[src/rtl/div_share_arb_if.sv]
// ----------------------------------------------------------------------------
// div_share_arb_if
// Bundles every signal between the shared-divider arbiter and its environment
// (requesters, the pipelined divider and the response consumers).
//   en            grant enable from the system
//   req_valid     per-requester op valid
//   req_ready     one-hot grant back to requesters
//   req_dividend  packed dividends, requester i at [i*DW +: DW]
//   req_divisor   packed divisors, same packing
//   div_dividend  operand A to the divider
//   div_divisor   operand B to the divider (never 0)
//   div_quotient  quotient from the divider
//   rsp_valid     one-cycle response strobe
//   rsp_id        one-hot owner of the response
//   rsp_quot      response quotient (all-ones on divide-by-zero)
//   rsp_dz        response op had a zero divisor
//   busy          ops in flight or arbiter not idle
// slave  = arbiter view, master = environment view.
// ----------------------------------------------------------------------------
interface div_share_arb_if #(
   parameter int NREQ = 3,
   parameter int DW   = 18
) ();
   logic                 en;
   logic [NREQ-1:0]      req_valid;
   logic [NREQ-1:0]      req_ready;
   logic [NREQ*DW-1:0]   req_dividend;
   logic [NREQ*DW-1:0]   req_divisor;
   logic [DW-1:0]        div_dividend;
   logic [DW-1:0]        div_divisor;
   logic [DW-1:0]        div_quotient;
   logic                 rsp_valid;
   logic [NREQ-1:0]      rsp_id;
   logic [DW-1:0]        rsp_quot;
   logic                 rsp_dz;
   logic                 busy;

   modport slave (
      input  en, req_valid, req_dividend, req_divisor, div_quotient,
      output req_ready, div_dividend, div_divisor,
      output rsp_valid, rsp_id, rsp_quot, rsp_dz, busy
   );

   modport master (
      output en, req_valid, req_dividend, req_divisor, div_quotient,
      input  req_ready, div_dividend, div_divisor,
      input  rsp_valid, rsp_id, rsp_quot, rsp_dz, busy
   );
endinterface

[src/rtl/div_share_arb.sv]
// ----------------------------------------------------------------------------
// div_share_arb
// Shares one pipelined DW-bit integer divider (DIV_LAT cycles) between NREQ
// requesters. One op per cycle is granted round-robin, tagged with its owner
// and a divide-by-zero flag, and its quotient is returned DIV_LAT+1 cycles
// after the handshake on a single response bus, in issue order.
// A zero divisor is replaced by 1 on the divider side; the response then
// carries an all-ones quotient and rsp_dz=1.
// Ports:
//   clk    system clock
//   rst_n  asynchronous active-low reset (discards all in-flight ops)
//   bus    div_share_arb_if.slave: request, divider and response signals
// Interface parameters NREQ/DW must match the module parameters.
// ----------------------------------------------------------------------------
module div_share_arb #(
   parameter int NREQ    = 3,
   parameter int DW      = 18,
   parameter int DIV_LAT = 3
) (
   input  logic              clk,
   input  logic              rst_n,
   div_share_arb_if.slave    bus
);

   localparam int PW  = (NREQ > 1) ? $clog2(NREQ) : 1;
   localparam int PW1 = PW + 1;
   localparam logic [PW1-1:0]  NREQ_W = PW1'(NREQ);
   localparam logic [NREQ-1:0] ONE_W  = NREQ'(1);

   typedef enum logic [1:0] {
      ST_IDLE  = 2'd0,
      ST_RUN   = 2'd1,
      ST_DRAIN = 2'd2
   } state_t;

   // (base + off) mod NREQ, both operands already below NREQ
   function automatic logic [PW-1:0] wrap_add(input logic [PW-1:0] base,
                                              input logic [PW-1:0] off);
      logic [PW1-1:0] sum;
      sum = {1'b0, base} + {1'b0, off};
      if (sum >= NREQ_W) begin
         sum = sum - NREQ_W;
      end else begin
         sum = sum;
      end
      return sum[PW-1:0];
   endfunction

   state_t          state_r;
   state_t          state_s;
   logic [PW-1:0]   ptr_r;

   logic [DW-1:0]   dvd_s [NREQ];
   logic [DW-1:0]   dvs_s [NREQ];
   logic [PW-1:0]   grant_idx_s;
   logic [PW-1:0]   cand_s;
   logic            found_s;
   logic            grant_ok_s;
   logic            hs_s;
   logic [NREQ-1:0] ready_s;
   logic [DW-1:0]   sel_dvd_s;
   logic [DW-1:0]   sel_dvs_s;
   logic            sel_dz_s;
   logic            pipe_busy_s;
   logic            pipe_busy_nxt_s;

   logic            tag_v_r  [0:DIV_LAT];
   logic [NREQ-1:0] tag_id_r [0:DIV_LAT];
   logic            tag_dz_r [0:DIV_LAT];

   logic [DW-1:0]   div_dvd_r;
   logic [DW-1:0]   div_dvs_r;
   logic            rsp_valid_r;
   logic [NREQ-1:0] rsp_id_r;
   logic [DW-1:0]   rsp_quot_r;
   logic            rsp_dz_r;
   logic            busy_r;

   for (genvar gi = 0; gi < NREQ; gi++) begin : g_unpack
      assign dvd_s[gi] = bus.req_dividend[gi*DW +: DW];
      assign dvs_s[gi] = bus.req_divisor[gi*DW +: DW];
   end

   // Round-robin search: first valid requester at or after the pointer, wrapping
   always_comb begin
      grant_idx_s = '0;
      cand_s      = '0;
      found_s     = 1'b0;
      for (int off = 0; off < NREQ; off++) begin
         cand_s = wrap_add(ptr_r, PW'(off));
         if (!found_s && bus.req_valid[cand_s]) begin
            found_s     = 1'b1;
            grant_idx_s = cand_s;
         end else begin
            found_s     = found_s;
            grant_idx_s = grant_idx_s;
         end
      end
   end

   // Grant gating and operand selection; DRAIN and en=0 block new grants
   always_comb begin
      grant_ok_s = bus.en && (state_r != ST_DRAIN);
      hs_s       = grant_ok_s && found_s;
      if (hs_s) begin
         ready_s = ONE_W << grant_idx_s;
      end else begin
         ready_s = '0;
      end
      sel_dvd_s = dvd_s[grant_idx_s];
      sel_dvs_s = dvs_s[grant_idx_s];
      sel_dz_s  = (sel_dvs_s == {DW{1'b0}});
   end

   assign bus.req_ready = ready_s;

   // Occupancy of the tag pipe now, and as it will be after the coming edge
   always_comb begin
      pipe_busy_s     = 1'b0;
      pipe_busy_nxt_s = hs_s;
      for (int i = 0; i <= DIV_LAT; i++) begin
         pipe_busy_s = pipe_busy_s | tag_v_r[i];
      end
      // the last stage leaves the pipe at the coming edge
      for (int i = 0; i < DIV_LAT; i++) begin
         pipe_busy_nxt_s = pipe_busy_nxt_s | tag_v_r[i];
      end
   end

   // FSM next-state: IDLE grants on the same cycle it moves to RUN
   always_comb begin
      state_s = state_r;
      case (state_r)
         ST_IDLE: begin
            if (bus.en && (bus.req_valid != '0)) begin
               state_s = ST_RUN;
            end else begin
               state_s = ST_IDLE;
            end
         end
         ST_RUN: begin
            if (!bus.en) begin
               state_s = pipe_busy_s ? ST_DRAIN : ST_IDLE;
            end else begin
               state_s = ST_RUN;
            end
         end
         ST_DRAIN: begin
            // en is deliberately ignored until the pipe is empty
            if (!pipe_busy_s) begin
               state_s = ST_IDLE;
            end else begin
               state_s = ST_DRAIN;
            end
         end
         default: begin
            state_s = ST_IDLE;
         end
      endcase
   end

   // FSM state register
   always_ff @(posedge clk or negedge rst_n) begin
      if (!rst_n) begin
         state_r <= ST_IDLE;
      end else begin
         state_r <= state_s;
      end
   end

   // Round-robin pointer: moves past the winner, holds when nothing is granted
   always_ff @(posedge clk or negedge rst_n) begin
      if (!rst_n) begin
         ptr_r <= '0;
      end else if (hs_s) begin
         ptr_r <= wrap_add(grant_idx_s, PW'(1));
      end else begin
         ptr_r <= ptr_r;
      end
   end

   // Divider operand registers; a zero divisor is replaced so the divider never sees 0
   always_ff @(posedge clk or negedge rst_n) begin
      if (!rst_n) begin
         div_dvd_r <= '0;
         div_dvs_r <= '0;
      end else if (hs_s) begin
         div_dvd_r <= sel_dvd_s;
         div_dvs_r <= sel_dz_s ? DW'(1) : sel_dvs_s;
      end else begin
         div_dvd_r <= div_dvd_r;
         div_dvs_r <= div_dvs_r;
      end
   end

   // Tag pipe: one stage per cycle, stage DIV_LAT lines up with div_quotient
   always_ff @(posedge clk or negedge rst_n) begin
      if (!rst_n) begin
         for (int i = 0; i <= DIV_LAT; i++) begin
            tag_v_r[i]  <= 1'b0;
            tag_id_r[i] <= '0;
            tag_dz_r[i] <= 1'b0;
         end
      end else begin
         tag_v_r[0]  <= hs_s;
         tag_id_r[0] <= ready_s;
         tag_dz_r[0] <= hs_s && sel_dz_s;
         for (int i = 1; i <= DIV_LAT; i++) begin
            tag_v_r[i]  <= tag_v_r[i-1];
            tag_id_r[i] <= tag_id_r[i-1];
            tag_dz_r[i] <= tag_dz_r[i-1];
         end
      end
   end

   // Response register: strobe for one cycle, payload holds between responses
   always_ff @(posedge clk or negedge rst_n) begin
      if (!rst_n) begin
         rsp_valid_r <= 1'b0;
         rsp_id_r    <= '0;
         rsp_quot_r  <= '0;
         rsp_dz_r    <= 1'b0;
      end else if (tag_v_r[DIV_LAT]) begin
         rsp_valid_r <= 1'b1;
         rsp_id_r    <= tag_id_r[DIV_LAT];
         rsp_quot_r  <= tag_dz_r[DIV_LAT] ? {DW{1'b1}} : bus.div_quotient;
         rsp_dz_r    <= tag_dz_r[DIV_LAT];
      end else begin
         rsp_valid_r <= 1'b0;
         rsp_id_r    <= rsp_id_r;
         rsp_quot_r  <= rsp_quot_r;
         rsp_dz_r    <= rsp_dz_r;
      end
   end

   // Busy register, computed from next-cycle occupancy and state
   always_ff @(posedge clk or negedge rst_n) begin
      if (!rst_n) begin
         busy_r <= 1'b0;
      end else begin
         busy_r <= pipe_busy_nxt_s || (state_s != ST_IDLE);
      end
   end

   assign bus.div_dividend = div_dvd_r;
   assign bus.div_divisor  = div_dvs_r;
   assign bus.rsp_valid    = rsp_valid_r;
   assign bus.rsp_id       = rsp_id_r;
   assign bus.rsp_quot     = rsp_quot_r;
   assign bus.rsp_dz       = rsp_dz_r;
   assign bus.busy         = busy_r;

endmodule

[src/flat_wrapper.sv]
// flat-port wrapper written by rule: the top's interface ports become plain ports
module div_share_arb_flat 
#(
   parameter int NREQ    = 3,
   parameter int DW      = 18,
   parameter int DIV_LAT = 3
)
  (clk, rst_n, bus_en, bus_req_valid, bus_req_dividend, bus_req_divisor, bus_div_quotient, bus_req_ready, bus_div_dividend, bus_div_divisor, bus_rsp_valid, bus_rsp_id, bus_rsp_quot, bus_rsp_dz, bus_busy);
  div_share_arb_if #(.NREQ(NREQ), .DW(DW)) bus_i ();
  input  logic clk;
  input  logic rst_n;
  input wire logic [$bits(bus_i.en)-1:0] bus_en;
  input wire logic [$bits(bus_i.req_valid)-1:0] bus_req_valid;
  input wire logic [$bits(bus_i.req_dividend)-1:0] bus_req_dividend;
  input wire logic [$bits(bus_i.req_divisor)-1:0] bus_req_divisor;
  input wire logic [$bits(bus_i.div_quotient)-1:0] bus_div_quotient;
  output wire logic [$bits(bus_i.req_ready)-1:0] bus_req_ready;
  output wire logic [$bits(bus_i.div_dividend)-1:0] bus_div_dividend;
  output wire logic [$bits(bus_i.div_divisor)-1:0] bus_div_divisor;
  output wire logic [$bits(bus_i.rsp_valid)-1:0] bus_rsp_valid;
  output wire logic [$bits(bus_i.rsp_id)-1:0] bus_rsp_id;
  output wire logic [$bits(bus_i.rsp_quot)-1:0] bus_rsp_quot;
  output wire logic [$bits(bus_i.rsp_dz)-1:0] bus_rsp_dz;
  output wire logic [$bits(bus_i.busy)-1:0] bus_busy;
  assign bus_i.en = bus_en;
  assign bus_i.req_valid = bus_req_valid;
  assign bus_i.req_dividend = bus_req_dividend;
  assign bus_i.req_divisor = bus_req_divisor;
  assign bus_i.div_quotient = bus_div_quotient;
  assign bus_req_ready = bus_i.req_ready;
  assign bus_div_dividend = bus_i.div_dividend;
  assign bus_div_divisor = bus_i.div_divisor;
  assign bus_rsp_valid = bus_i.rsp_valid;
  assign bus_rsp_id = bus_i.rsp_id;
  assign bus_rsp_quot = bus_i.rsp_quot;
  assign bus_rsp_dz = bus_i.rsp_dz;
  assign bus_busy = bus_i.busy;
  div_share_arb #(.NREQ(NREQ), .DW(DW), .DIV_LAT(DIV_LAT)) u_core (.clk(clk), .rst_n(rst_n), .bus(bus_i));
endmodule
[config.mk]
export PLATFORM = sky130hd
export DESIGN_NAME = div_share_arb_flat
export DESIGN_NICKNAME = d
export VERILOG_FILES = /design/src/rtl/div_share_arb_if.sv /design/src/rtl/div_share_arb.sv /design/src/flat_wrapper.sv
export SDC_FILE = /design/constraint.sdc
export NUM_CORES = 1
export LEC_CHECK = 0
export ABC_AREA = 1
export CELL_PAD_IN_SITES_DETAIL_PLACEMENT = 1
export CELL_PAD_IN_SITES_GLOBAL_PLACEMENT = 2
export CORE_UTILIZATION = 20
export CTS_BUF_LIST = sky130_fd_sc_hd__clkbuf_16
export CTS_CLUSTER_SIZE = 16
export DETAILED_ROUTE_END_ITERATION = 8
export PLACE_DENSITY = 0.81
export SLEW_MARGIN = 10
export SYNTH_ARGS = -nofsm -noshare
export SYNTH_HDL_FRONTEND = slang
export SYNTH_SLANG_ARGS = --single-unit
export TNS_END_PERCENT = 5
[constraint.sdc]
create_clock -name clk -period 3.3 [get_ports clk]
set_input_delay 0.99 -clock clk [delete_from_list [all_inputs] [get_ports clk]]
set_output_delay 0.99 -clock clk [all_outputs]
set_load 0.01 [all_outputs]
==> results of run 1 <==
cell usage in the layout (no fill, tap or decap), drive strengths merged:
master         Yosys  final
o21ai             22     22
clkbuf            10      9
nor4               1      1
a21oi              3      3
buf               16     52
nor3               3      3
ha                 6      6
clkinv             0      4
dfrtp             84     84
inv               21     24
nand3             53     53
nand2            188    188
nand4              6      6
a31oi             11     11
a22oi             11     11
nor2              40     40
a41oi              7      7
clkdlybuf4s50      0    187
metal layers:
layer	global-route usage (%)	up-vias
met3	4.02	13
li1	-	2035
met2	25.8	128
met1	17.1	2005
met4	4.64	0
met5	0	-
worst paths after layout:
check	startpoint	endpoint	slack, ns	cells past startpoint
worst max-delay path	bus_req_valid[0]	bus_req_ready[2]	0.05	11
worst min-delay path	u_core.tag_id_r[8]	u_core.tag_id_r[5]	0.34	0
worst max register to register	u_core.ptr_r[1]	u_core.bus.div_dividend[1]	0.45	14
worst min register to register	u_core.tag_id_r[8]	u_core.tag_id_r[5]	0.34	0
max in group asynchronous	rst_n	u_core.tag_id_r[3]	1.93	2
min in group asynchronous	rst_n	u_core.bus.rsp_quot[3]	0.74	1
state kept, by name, summed over array words and instances (netlist names):
register and cells:
u_core.tag_dz_r 4, u_core.bus.rsp_id 3, u_core.ptr_r 2, u_core.state_r 2
u_core.bus.div_divisor 18, u_core.bus.rsp_dz 1, u_core.bus.busy 1, u_core.bus.div_dividend 18
u_core.tag_id_r 12, u_core.tag_v_r 4, u_core.bus.rsp_quot 18, u_core.bus.rsp_valid 1
power groups by stage:
stage,clock network (mW),logic (mW),registers (mW)
floorplan,0,2.20,1.88
global placement,0,4.23,1.77
detailed placement,0,4.35,1.79
CTS,1.03,4.54,1.77
global route,1.07,5.13,1.84
finish,0.980,4.62,1.76
through the flow:
stage                     power, mW  utilization [%]  hold slack [ns]
after CTS                      7.34             35.0            0.351
after floorplan                4.08                -            0.331
final                          7.36             35.6            0.343
after global routing           8.04             35.6            0.354
after detailed placement       6.14             33.0            0.336
after global placement         6.00             33.0            0.335
timing repair:
action,4_1_cts,5_1_grt
resized for setup,42,25
pin swaps,11,19
setup endpoints to repair,3,3
buffers inserted,8,4
logic make-up (layout without fill, tap and decap cells):
kind of cell / after synthesis / count (layout) / share of synthesized area [%]
DFF: 84 / 84 / 52.9
AOI/OAI and AO/OA: 54 / 54 / 8.87
buffers and inverters: 47 / 276 / 5.76
adders and majority gates: 6 / 6 / 1.89
and+or+nand+nor: 291 / 291 / 30.6
final cells by class:
| class | instances | area (µm²) | area share [%] |
|---|---|---|---|
| tap | 265 | 332 | 4.79 |
| timing repair buffer | 239 | 2320 | 33.5 |
| inverter | 21 | 83.8 | 1.21 |
| clock inverter | 7 | 58.8 | 0.850 |
| sequential | 84 | 2100 | 30.4 |
| multi-input combinational | 351 | 1800 | 26.0 |
| clock buffer | 9 | 225 | 3.25 |
worst max-delay path, stage by stage:
cell	delay, ns
buf_2	0.13
nand2_4	0.09
nand2_4	0.05
a21oi_4	0.25
nand4_1	0.19
nand2_4	0.15
inv_4	0.04
ha_4	0.14
inv_2	0.06
nor2_4	0.04
buf_6	0.12
==> flow_summary.toml, run 1 <==
[final_layout]
fin_nets = 844
n_fill_cell = 2288
syn2layout_area_growth_pct = 74.0
drive_gt1_share_pct = 16.3
diodes = 0
layout.cells.non_filler = 976
design_area_mm2 = 0.00692

[power_and_ir_drop]
ir_drop_mv = 0.384
clkPwrFrac_pct = 13.3
p_sw_share_pct = 43.6
powerDensity_mw_per_mm2 = 1060
leakagePower_nw = 3.10
combPwrFrac_pct = 62.7
internal_power_mw = 4.15
seqPwrFrac_pct = 24.0
power.switching_mw = 3.21

[drt]
dr.pass1.iters = 4
avgViaCountPerCell = 4.28
route.met3.wl_um = 955
dr_total_vias = 4181
wl_met2_um = 7270
drt_iter0_drc = 95
wl_met1_um = 6310
wire_per_inst_um = 15.0
drtAntennaViolNets = 0
routed_wl_um = 14700
drc = 0
highest_layer = "met4"

[grt]
grt_overflow = 0
antenna_found_initial = 0
grt_pass1_wl_um = 23000
globalRouteTotalUtil_pct = 14.7
grt_max_degree = 60
grt_pass1_vias = 4424

[timing]
setup_tns_ns = 0
max_freq_mhz = 307
setup_viol = 0
worst_pin_slew_ns = 0.801
fin_crit_sh_pct = 98.6
drv_slew = 0
rsz0062_at_grt = "yes"
setup_slack_ns = 0.0456
skew_ns = 0.00866
slew_headroom_pct = 46.6
period_minus_slack_ns = 3.25
hold_viol = 0

[floorplan]
initial_core_util_pct = 20.4
die-height_um = 143
die_area_mm2 = 0.0204
ios = 195
num_rows = 51
core_area_mm2 = 0.0195
die-width_um = 143

[synth]
syn_nets = 620
syn_area_mm2 = 0.00398
yosysUniqueCellTypes = 26
syn-instance-count = 482
synthFlopType = "dfrtp_1"
synth_common_cells = "183 x nand2_1, 84 x dfrtp_1, 48 x nand3_1, 40 x nor2_1, 21 x o21ai_0"
synth_area_leaders = "dfrtp_1 53%, nand2_1 17%, nand3_1 6.0%"
yosys.area.top_type_share_pct = 52.9
synth_edf_count = 0
ys_seq_area_share_pct = 52.9
synth.avg_cell_area_um2 = 8.25
synth_most_common_cell = "nand2_1"
yosys.area.top_type = "dfrtp_1"
async_reset_ff_share_pct = 100
ys_ff_latch = 84
ys.warnings.count = 0

[place]
dp.cells = 948
place_congestion = 0.906
place_ws_ns = -0.859
dpl_cell_area_mm2 = 0.00642
hpwl_um = 11000
numPortBuffers = 194

[status]
status = "complete, no violations"

[cts]
cts.sinks = 84
cts_hold_buf = 0
clock_latency_ns = 0.34
numCtsBuffers = 9
clock_tree.buffer_depth = 2
root_buffer = "clkbuf_16"
cts.htree.levels = 3
clk_pin_slew_ns = 0.07
tritoncts = "built"

[job]
max-cap-violations = 0

[setup_path]
start_kind = "primary input"
crit_path_max_fanout = 5
crit_arrival_ns = 2.26
crit_type = "in -> out"
worst_setup_path_end_kind = "primary output"
required_ns = 2.31

[worst_hold_path]
hold_class = "reg -> reg"
No activity file was read; power rests on OpenSTA's default activity.
==> inputs of run 2 (changes only) <==
--- a/config.mk
+++ b/config.mk
@@ -8,11 +8,12 @@
 export ABC_AREA = 1
 export CELL_PAD_IN_SITES_DETAIL_PLACEMENT = 1
 export CELL_PAD_IN_SITES_GLOBAL_PLACEMENT = 2
-export CORE_UTILIZATION = 20
+export CORE_UTILIZATION = 30
 export CTS_BUF_LIST = sky130_fd_sc_hd__clkbuf_16
 export CTS_CLUSTER_SIZE = 16
 export DETAILED_ROUTE_END_ITERATION = 8
-export PLACE_DENSITY = 0.81
+export DONT_BUFFER_PORTS = 1
+export PLACE_DENSITY_LB_ADDON = 0.1
 export SLEW_MARGIN = 10
 export SYNTH_ARGS = -nofsm -noshare
 export SYNTH_HDL_FRONTEND = slang
==> run 2 against run 1 <==
Effect of this change:
- clock power fell by 2%
- sequential power rose by 14%
- global-route usage rose by 2.2 points
- first-iteration DRC count fell by 1.1%
- critical path depth fell by 1
- highest routed layer unchanged
==> flow_summary.toml, run 2 (synthesis gave the netlist of run 1 again) <==
[final_layout]
layout_commonest_cell = "nand2_1"
fin_nets = 611
layout_common_cells = "180 x nand2_1, 83 x dfrtp_1, 48 x nand3_1, 36 x nor2_1, 21 x o21ai_0"
design_area_mm2 = 0.00444
multi_input_area_mm2 = 0.00171
syn2layout_area_growth_pct = 11.6
seqCellArea_mm2 = 0.00210
diodes = 0
n_fill_cell = 1510
layout.cells.non_filler = 648
drive_gt1_share_pct = 10.9

[timing]
rsz0062_at_grt = "yes"
fin_crit_sh_pct = 95.7
drv_slew = 0
hold_viol = 0
max_freq_mhz = 317
setup_viol = 0
worst_pin_slew_ns = 0.942
skew_ns = 0.00638
period_minus_slack_ns = 3.16
slew_headroom_pct = 37.1

[floorplan]
die_area_mm2 = 0.0137
die-height_um = 117
num_rows = 41
ios = 195
die-width_um = 117
initial_core_util_pct = 31.1
core_area_mm2 = 0.0128

[setup_path]
crit_path_max_fanout = 5
slowest_stage = "dfrtp_1"
path_cells = "inv_1 -> ha_2 -> inv_2 -> nand3_1 -> nand2_2 -> nand4_1 -> nand2_4 -> ha_1 -> inv_1 -> nor2_4"
worst_setup_path_end_kind = "primary output"
critPathTopFamily = "simple AND/OR/NAND/NOR gates"
crit_type = "reg -> out"
crit_buf_inv = 3
required_ns = 2.31
start_kind = "flip-flop"
crit_path_max_incr_delay_ns = 0.42
crit_arrival_ns = 2.17
timing.reg2reg.setup_slack_ns = 0.39
path_common_cell = "inv_1"

[cts]
tritoncts = "built"
cts.htree.levels = 3
cts_hold_buf = 0
clk_pin_slew_ns = 0.06
root_buffer = "clkbuf_16"
clock_tree.buffer_depth = 2
clock_latency_ns = 0.33
cts.sinks = 84
numCtsBuffers = 9

[grt]
globalRouteTotalUtil_pct = 16.9
grt_max_degree = 85
grt_pass1_wl_um = 17200
grt_pass1_vias = 3293
antenna_found_initial = 0
grt_overflow = 0

[drt]
avgViaCountPerCell = 5.03
dr.pass1.iters = 4
wire_per_inst_um = 17.8
drc = 0
dr_total_vias = 3257
drtAntennaViolNets = 0
drt_iter0_drc = 94
routed_wl_um = 11500

[place]
dpl_cell_area_mm2 = 0.00412
dp.cells = 633
numPortBuffers = 0
hpwl_um = 8270
place_congestion = 0.748

[power_and_ir_drop]
ir_drop_mv = 0.507
leakagePower_nw = 2.11
powerDensity_mw_per_mm2 = 1270

[status]
status = "complete, no violations"

[worst_hold_path]
hold_class = "in -> async"

[job]
max-cap-violations = 0
## run 2: timing repair
action / CTS / global route
setup endpoints to repair: 3 / 3
gates resized for setup: 3 / 8
pin swaps: 0 / 0
cloned: 0 / 0
buffers inserted: 0 / 1
## run 2: report_power, final
group	internal (mW)	switching, mW	leakage [nW]	total, mW
combinational	0.850	1.81	0.936	2.66
clock	0.575	0.388	0.135	0.963
sequential	1.50	0.516	1.04	2.01
## run 2: stage by stage
| stage | TNS [ns] | total power [mW] | hold WS [ns] | utilization (%) | setup WS [ns] |
|---|---|---|---|---|---|
| final | 0 | 5.63 | 0.346 | 34.8 | 0.141 |
| after global routing | -0.0465 | 6.23 | 0.325 | 34.8 | -0.0232 |
| after CTS | 0 | 5.74 | 0.328 | 34.5 | 0.00335 |
| after detailed placement | 0 | 4.73 | 0.336 | 32.2 | 0.210 |
| after global placement | 0 | 4.65 | 0.332 | 32.2 | 0.240 |
| after floorplan | 0 | 4.08 | 0.331 | - | 0.0307 |
## run 2: final cells by class
cell class              count  area share [%]
clock buffers               9            5.07
multi-input cells         351            38.6
well taps                 172            4.85
clock inverters             5            1.24
inverters                  21            1.83
flip-flops and latches     84            47.4
repair buffers              6            1.01
## run 2: metal layers
metal	part of all wire, %	vias to the layer above	wire, µm	GRT usage, %
met2	50	121	5740	28.8
met3	7.7	9	887	4.99
met1	41	1565	4750	20.1
met4	1.2	0	141	6.33
li1	-	1562	-	-
met5	0	-	0	0
## run 2: path summary, 6_finish.rpt
path,endpoint,from,cells past startpoint
max,bus_req_ready[1],u_core.ptr_r[0],10
min,u_core.bus.rsp_quot[8],rst_n,0
max reg2reg,u_core.bus.div_dividend[13],u_core.ptr_r[0],10
min reg2reg,u_core.tag_id_r[2],u_core.tag_id_r[5],0
max in group asynchronous,u_core.bus.div_dividend[2],rst_n,0
min in group clk,u_core.tag_id_r[2],u_core.tag_id_r[5],0
==> RTL change 1 (flow settings as in run 2) <==
The 3 states of `state_t` get a one-hot encoding in 3 bits.
--- a/src/rtl/div_share_arb.sv
+++ b/src/rtl/div_share_arb.sv
@@ -29,6 +29,6 @@
 
-   typedef enum logic [1:0] {
-      ST_IDLE  = 2'd0,
-      ST_RUN   = 2'd1,
-      ST_DRAIN = 2'd2
+   typedef enum logic [2:0] {
+      ST_IDLE  = 3'b001,
+      ST_RUN   = 3'b010,
+      ST_DRAIN = 3'b100
    } state_t;
Formal check against the unedited RTL: same outputs for any inputs over 4 cycles, from zero or initial values and one cycle with rst_n low; so few cycles prove little.
==> RTL change 1 against run 2 <==
Total power up 5.3%. Synthesized cell count grew 1.2%. Routed wire length shrank 3.4%. Via count up 2.1%. Area after synthesis increased by 1.7%. Count of clock-buffer cells in the layout did not move. Sequential cell count is 1 higher. Setup slack worse by 0.023 ns. Cell area up 2.7%. Non-clock buffer count rose by 6. Critical path type unchanged. Largest cell class unchanged. Largest power group unchanged. Highest routed layer unchanged.
==> RTL change 1: results (changes against run 2) <==
| Metric | Value |
|---|---|
| Status | finished, final reports clean |
| Async set-reset flop share out of synthesis | 1.00 (unchanged) |
| Netlist cell types | 32 (+23%) |
| NumNets Final | 623 (+2.0%) |
| Vias in the first global route | 3507 (+6.5%) |
| P_leak | 2.15 nW (+2.0%) |
| WHS | 0.341 ns (-0.00534 ns) |
| Cell count after synthesis | 488 (+1.2%) |
| Synth top area cells | dfrtp_1 (52%), nand2_1 (16%), nand3_1 (5.4%) |
| Synth cell count leaders | nand2_1 (173), dfrtp_1 (84), nand3_1 (44) |
| Largest net degree at the start of global routing | 86 (+1.2%) |
| Initial DRC count | 126 (+34%) |
| Dpl cells | 645 (+1.9%) |
| Mapped Nets | 626 (+0.97%) |
| # diodes | 0 (unchanged) |
| R2r setup slk | 0.58 ns (+0.19 ns) |
| Highest-delay cell along the critical path | dfrtp_1 |
| Fillers | 1565 (+3.6%) |
| Max incr delay on CP | 0.40 ns (-0.02 ns) |
| Overall global routing resource usage | 0.166 (-0.00244) |
| Sequential area share after synthesis | 0.526 (-0.00250) |
| DP Wirelength | 8060 um (-2.6%) |
| Worst Skew | 0.00845 ns (+0.00206 ns) |
| Reg2Reg Depth | 19 (+9) |
| Maximum vdd drop | 0.376 mV (-26%) |
| Slew HR | 0.541 (+0.170) |
| Via count | 3324 (+2.1%) |
| Post-Route WL | 11100 um (-3.4%) |
| Arr. time, crit path | 2.19 ns (+0.02 ns) |
| FF-to-FF Start | u_core.ptr_r[0] |
| Global placer's final weighted congestion | 0.781 (+4.3%) |
| First-pass GRT wire length | 18100 um (+5.3%) |
| Port Buffers | 0 (unchanged) |
| Reg2reg end | u_core.bus.div_divisor[0] |
==> RTL change 1: repair_timing <==
item | 4_1_cts | 5_1_grt
pin swaps | 0 | 5
setup endpoints to repair | 2 | 3
resized for setup | 3 | 14
gates cloned | 0 | 0
setup buffers | 0 | 5
==> RTL change 1: layout make-up <==
type | instances | area [um^2] | share of cell area
sequential | 85 | 2130 | 0.467
timing repair buffer | 12 | 90.1 | 0.0198
tap | 176 | 220 | 0.0483
clock buffer | 9 | 225 | 0.0494
multi-input combinational | 350 | 1740 | 0.382
clock inverter | 7 | 50.0 | 0.0110
inverter | 27 | 106 | 0.0233
==> RTL change 1: worst max path at each step <==
stage / cells after the start / slack [ns] / endpoint / startpoint
final: 13 / 0.12 / bus_req_ready[1] / u_core.ptr_r[0]
after detailed placement: 11 / 0.07 / bus_req_ready[2] / bus_req_valid[1]
after floorplan: 13 / 0.02 / bus_req_ready[2] / bus_req_valid[2]
after global placement: 11 / 0.10 / bus_req_ready[2] / bus_req_valid[1]
after CTS: 12 / -0.06 / bus_req_ready[2] / u_core.ptr_r[0]
after global routing: 13 / -0.006 / bus_req_ready[1] / u_core.ptr_r[0]
==> RTL change 1: kinds of logic (layout without fill, tap and decap cells) <==
| kind of cell | after synthesis | after routing | share of synthesized area |
|---|---|---|---|
| buf+inv | 53 | 55 | 0.0594 |
| simple gates | 273 | 273 | 0.281 |
| compound gates | 68 | 68 | 0.108 |
| fa+ha+maj | 6 | 6 | 0.0186 |
| flops | 85 | 85 | 0.526 |
| mux | 3 | 3 | 0.00742 |
==> RTL change 1: metrics by stage <==
stage,cell area [um^2],total power [mW],setup WS (ns)
after detailed placement,4190,4.96,0.0689
after global placement,4190,4.87,0.103
after CTS,4470,5.94,-0.0593
after floorplan,4060,4.27,0.0158
final,4560,5.93,0.118
after global routing,4560,6.55,-0.00556
==> RTL change 1: where the power goes <==
group          switching, mW  total, mW  internal (mW)
registers              0.517       2.05           1.53
clock network          0.434      0.946          0.513
logic                   1.94       2.94          0.997
total                   2.89       5.93           3.04
==> RTL change 1: worst register-to-register path, delay by kind of cell (launching register included) <==
family / cells / cell delay [ns]
AND/OR/NAND/NOR: 13 / 1.23
buffers and inverters: 4 / 0.70
AO/OA/AOI/OAI: 1 / 0.13
flip-flops: 1 / 0.40
adder cells (fa/ha/maj): 1 / 0.18
==> RTL change 1: metal layers <==
layer	track usage	up-vias	share of wire
met5	0	-	0
met4	0.0673	0	0.014
met3	0.0446	12	0.064
met2	0.280	112	0.50
met1	0.201	1611	0.42
li1	-	1589	-
==> RTL change 2 (settings of run 2) <==
Without the edit above. `DW` is set to 18 in 3 places; all go to 9.
--- a/src/rtl/div_share_arb_if.sv
+++ b/src/rtl/div_share_arb_if.sv
@@ -21,3 +21,3 @@
    parameter int NREQ = 3,
-   parameter int DW   = 18
+   parameter int DW   = 9
 ) ();
--- a/src/rtl/div_share_arb.sv
+++ b/src/rtl/div_share_arb.sv
@@ -16,3 +16,3 @@
    parameter int NREQ    = 3,
-   parameter int DW      = 18,
+   parameter int DW      = 9,
    parameter int DIV_LAT = 3
--- a/src/flat_wrapper.sv
+++ b/src/flat_wrapper.sv
@@ -4,3 +4,3 @@
    parameter int NREQ    = 3,
-   parameter int DW      = 18,
+   parameter int DW      = 9,
    parameter int DIV_LAT = 3
Ports: changed (6 resized); port bits go from 195 to 105. No check against the original RTL was run, so the function may have changed too.
==> RTL change 2 against run 2 <==
The run now ends with design-rule violations left. Setup slack got worse by 0.063 ns. Die area decreased by 30%. Via count decreased by 34%. Cell area decreased by 24%. Sequential cell count decreased by 27. Fmax decreased by 1.9%. Area after synthesis decreased by 31%. Clock skew decreased by 0.00050 ns. Total power decreased by 20%. Routed wire length decreased by 41%. Critical endpoint is now bus_req_ready[2]. Highest routed layer unchanged.
==> RTL change 2: results (changes against run 2) <==
| Metric | Value |
|---|---|
| Status | complete, but fails checks |
| Failing checks | design-rule violations |
| Post-synthesis compound-gate area fraction | 0.108 (+0.0188) |
| Initial DRC count | 56 (-40%) |
| NumNets Final | 411 (-33%) |
| Met3 usage | 0.0453 (-0.00462) |
| Met2 Track Usage GR | 0.240 (-0.0475) |
| Switching Power | 2.03 mW (-25%) |
| Routed met3 length | 447 um (-50%) |
| Global placer's final weighted congestion | 0.803 (+7.3%) |
| Hold Path Class | reg -> reg |
| Overall global routing resource usage | 0.148 (-0.0207) |
| Synth cell count leaders | nand2_1 (96), dfrtp_1 (57), nor2_1 (29) |
| Fillers | 1016 (-33%) |
| Crit path max-delay family | buffers and inverters |
| WL met1 | 2920 um (-38%) |
| Routing usage on met1 | 0.179 (-0.0221) |
| Largest net degree at the start of global routing | 58 (-32%) |
| Arr. time, crit path | 2.23 ns (+0.06 ns) |
| Netlist cell types | 32 (+23%) |
| Share of cells above drive strength 1 | 0.240 (+0.131) |
| Vias in the first global route | 2220 (-33%) |
| Remaining DRCs | 14 (+14) |
| P_leak | 1.65 nW (-22%) |
| Slew HR | 0.705 (+0.334) |
| First-pass GRT wire length | 11000 um (-36%) |
| Router iterations before antenna repair | 6 (+2) |
| Sequential area share after synthesis | 0.519 (-0.00927) |
| Synth top area cells | dfrtp_1 (52%), nand2_1 (13%), nor2_1 (4.0%) |
| Adder-Cell Fraction of Synth Area | 0.0273 (+0.00846) |
| Mapped Nets | 393 (-37%) |
| Worst Skew | 0.00588 ns (-0.000500 ns) |
| DP Wirelength | 4820 um (-42%) |
==> RTL change 2: changes by cell type after synthesis, sizes merged, moves of 3 or more <==
| cell | change |
|---|---|
| a41oi | -5 |
| o21ai | -4 |
| a21oi | +5 |
| nand4 | -3 |
| inv | +11 |
| a22oi | -4 |
| buf | -12 |
| nand3 | -33 |
| nor2 | -7 |
| dfrtp | -27 |
| a31oi | -3 |
| clkbuf | -3 |
| nand2 | -82 |
==> RTL change 2: kinds of logic after synthesis <==
| logic type | count (synthesis) |
|---|---|
| flip-flops | 57 |
| adder cells (fa/ha/maj) | 6 |
| AO/OA/AOI/OAI | 44 |
| AND/OR/NAND/NOR | 167 |
| buffers and inverters | 44 |
==> RTL change 2: worst reg2reg max path: cells and delay by family (launching register included) <==
| kind | cells | cell delay (ns) |
|---|---|---|
| adder cells (fa/ha/maj) | 1 | 0.18 |
| AO/OA/AOI/OAI | 2 | 0.24 |
| buffers and inverters | 6 | 0.81 |
| flip-flops | 1 | 0.43 |
| AND/OR/NAND/NOR | 10 | 0.95 |
==> RTL change 2: final timing paths <==
kind | startpoint | to | slack (ns) | cells past startpoint
setup reg to reg | u_core.ptr_r[1] | u_core.bus.div_divisor[0] | 0.58 | 19
hold reg to reg | u_core.tag_id_r[7] | u_core.tag_id_r[4] | 0.34 | 0
hold / removal | u_core.tag_id_r[7] | u_core.tag_id_r[4] | 0.34 | 0
max in group asynchronous | rst_n | u_core.bus.div_divisor[5] | 2.82 | 0
min in group asynchronous | rst_n | u_core.bus.rsp_dz | 0.36 | 0
setup / recovery | u_core.ptr_r[1] | bus_req_ready[2] | 0.08 | 15
==> RTL change 2: area by class of cell <==
type | count | share of cell area
flip-flops and latches | 57 | 0.422
multi-input cells | 217 | 0.369
clock buffers | 9 | 0.0666
repair buffers | 18 | 0.0433
inverters | 33 | 0.0407
well taps | 108 | 0.0399
clock inverters | 7 | 0.0185
==> RTL change 2: power groups by stage <==
stage	Combinational, mW	Sequential (mW)	Clock [mW]
after floorplan	1.63	1.22	0
after global placement	2.05	1.29	0
after detailed placement	2.09	1.30	0
after CTS	2.20	1.29	0.904
after global routing	2.67	1.33	0.933
final	2.33	1.28	0.875
==> RTL change 2: through the flow <==
step	instances	setup WS, ns	cell area, um^2	total power [mW]	setup TNS [ns]
CTS	445	0.0197	3260	4.39	0
finish	449	0.0788	3380	4.49	0
global route	449	-0.0401	3380	4.93	-0.0732
global placement	426	-0.00845	2900	3.35	-0.00845
detailed placement	426	-0.0178	2900	3.39	-0.0178
floorplan	318	0.0396	2750	2.85	0
==> RTL change 2: timing repair <==
action / in CTS / in global routing
endpoints found under the setup margin: 3 / 3
resized for setup: 13 / 24
cloned: 0 / 0
pin swaps: 5 / 12
buffers inserted: 3 / 4
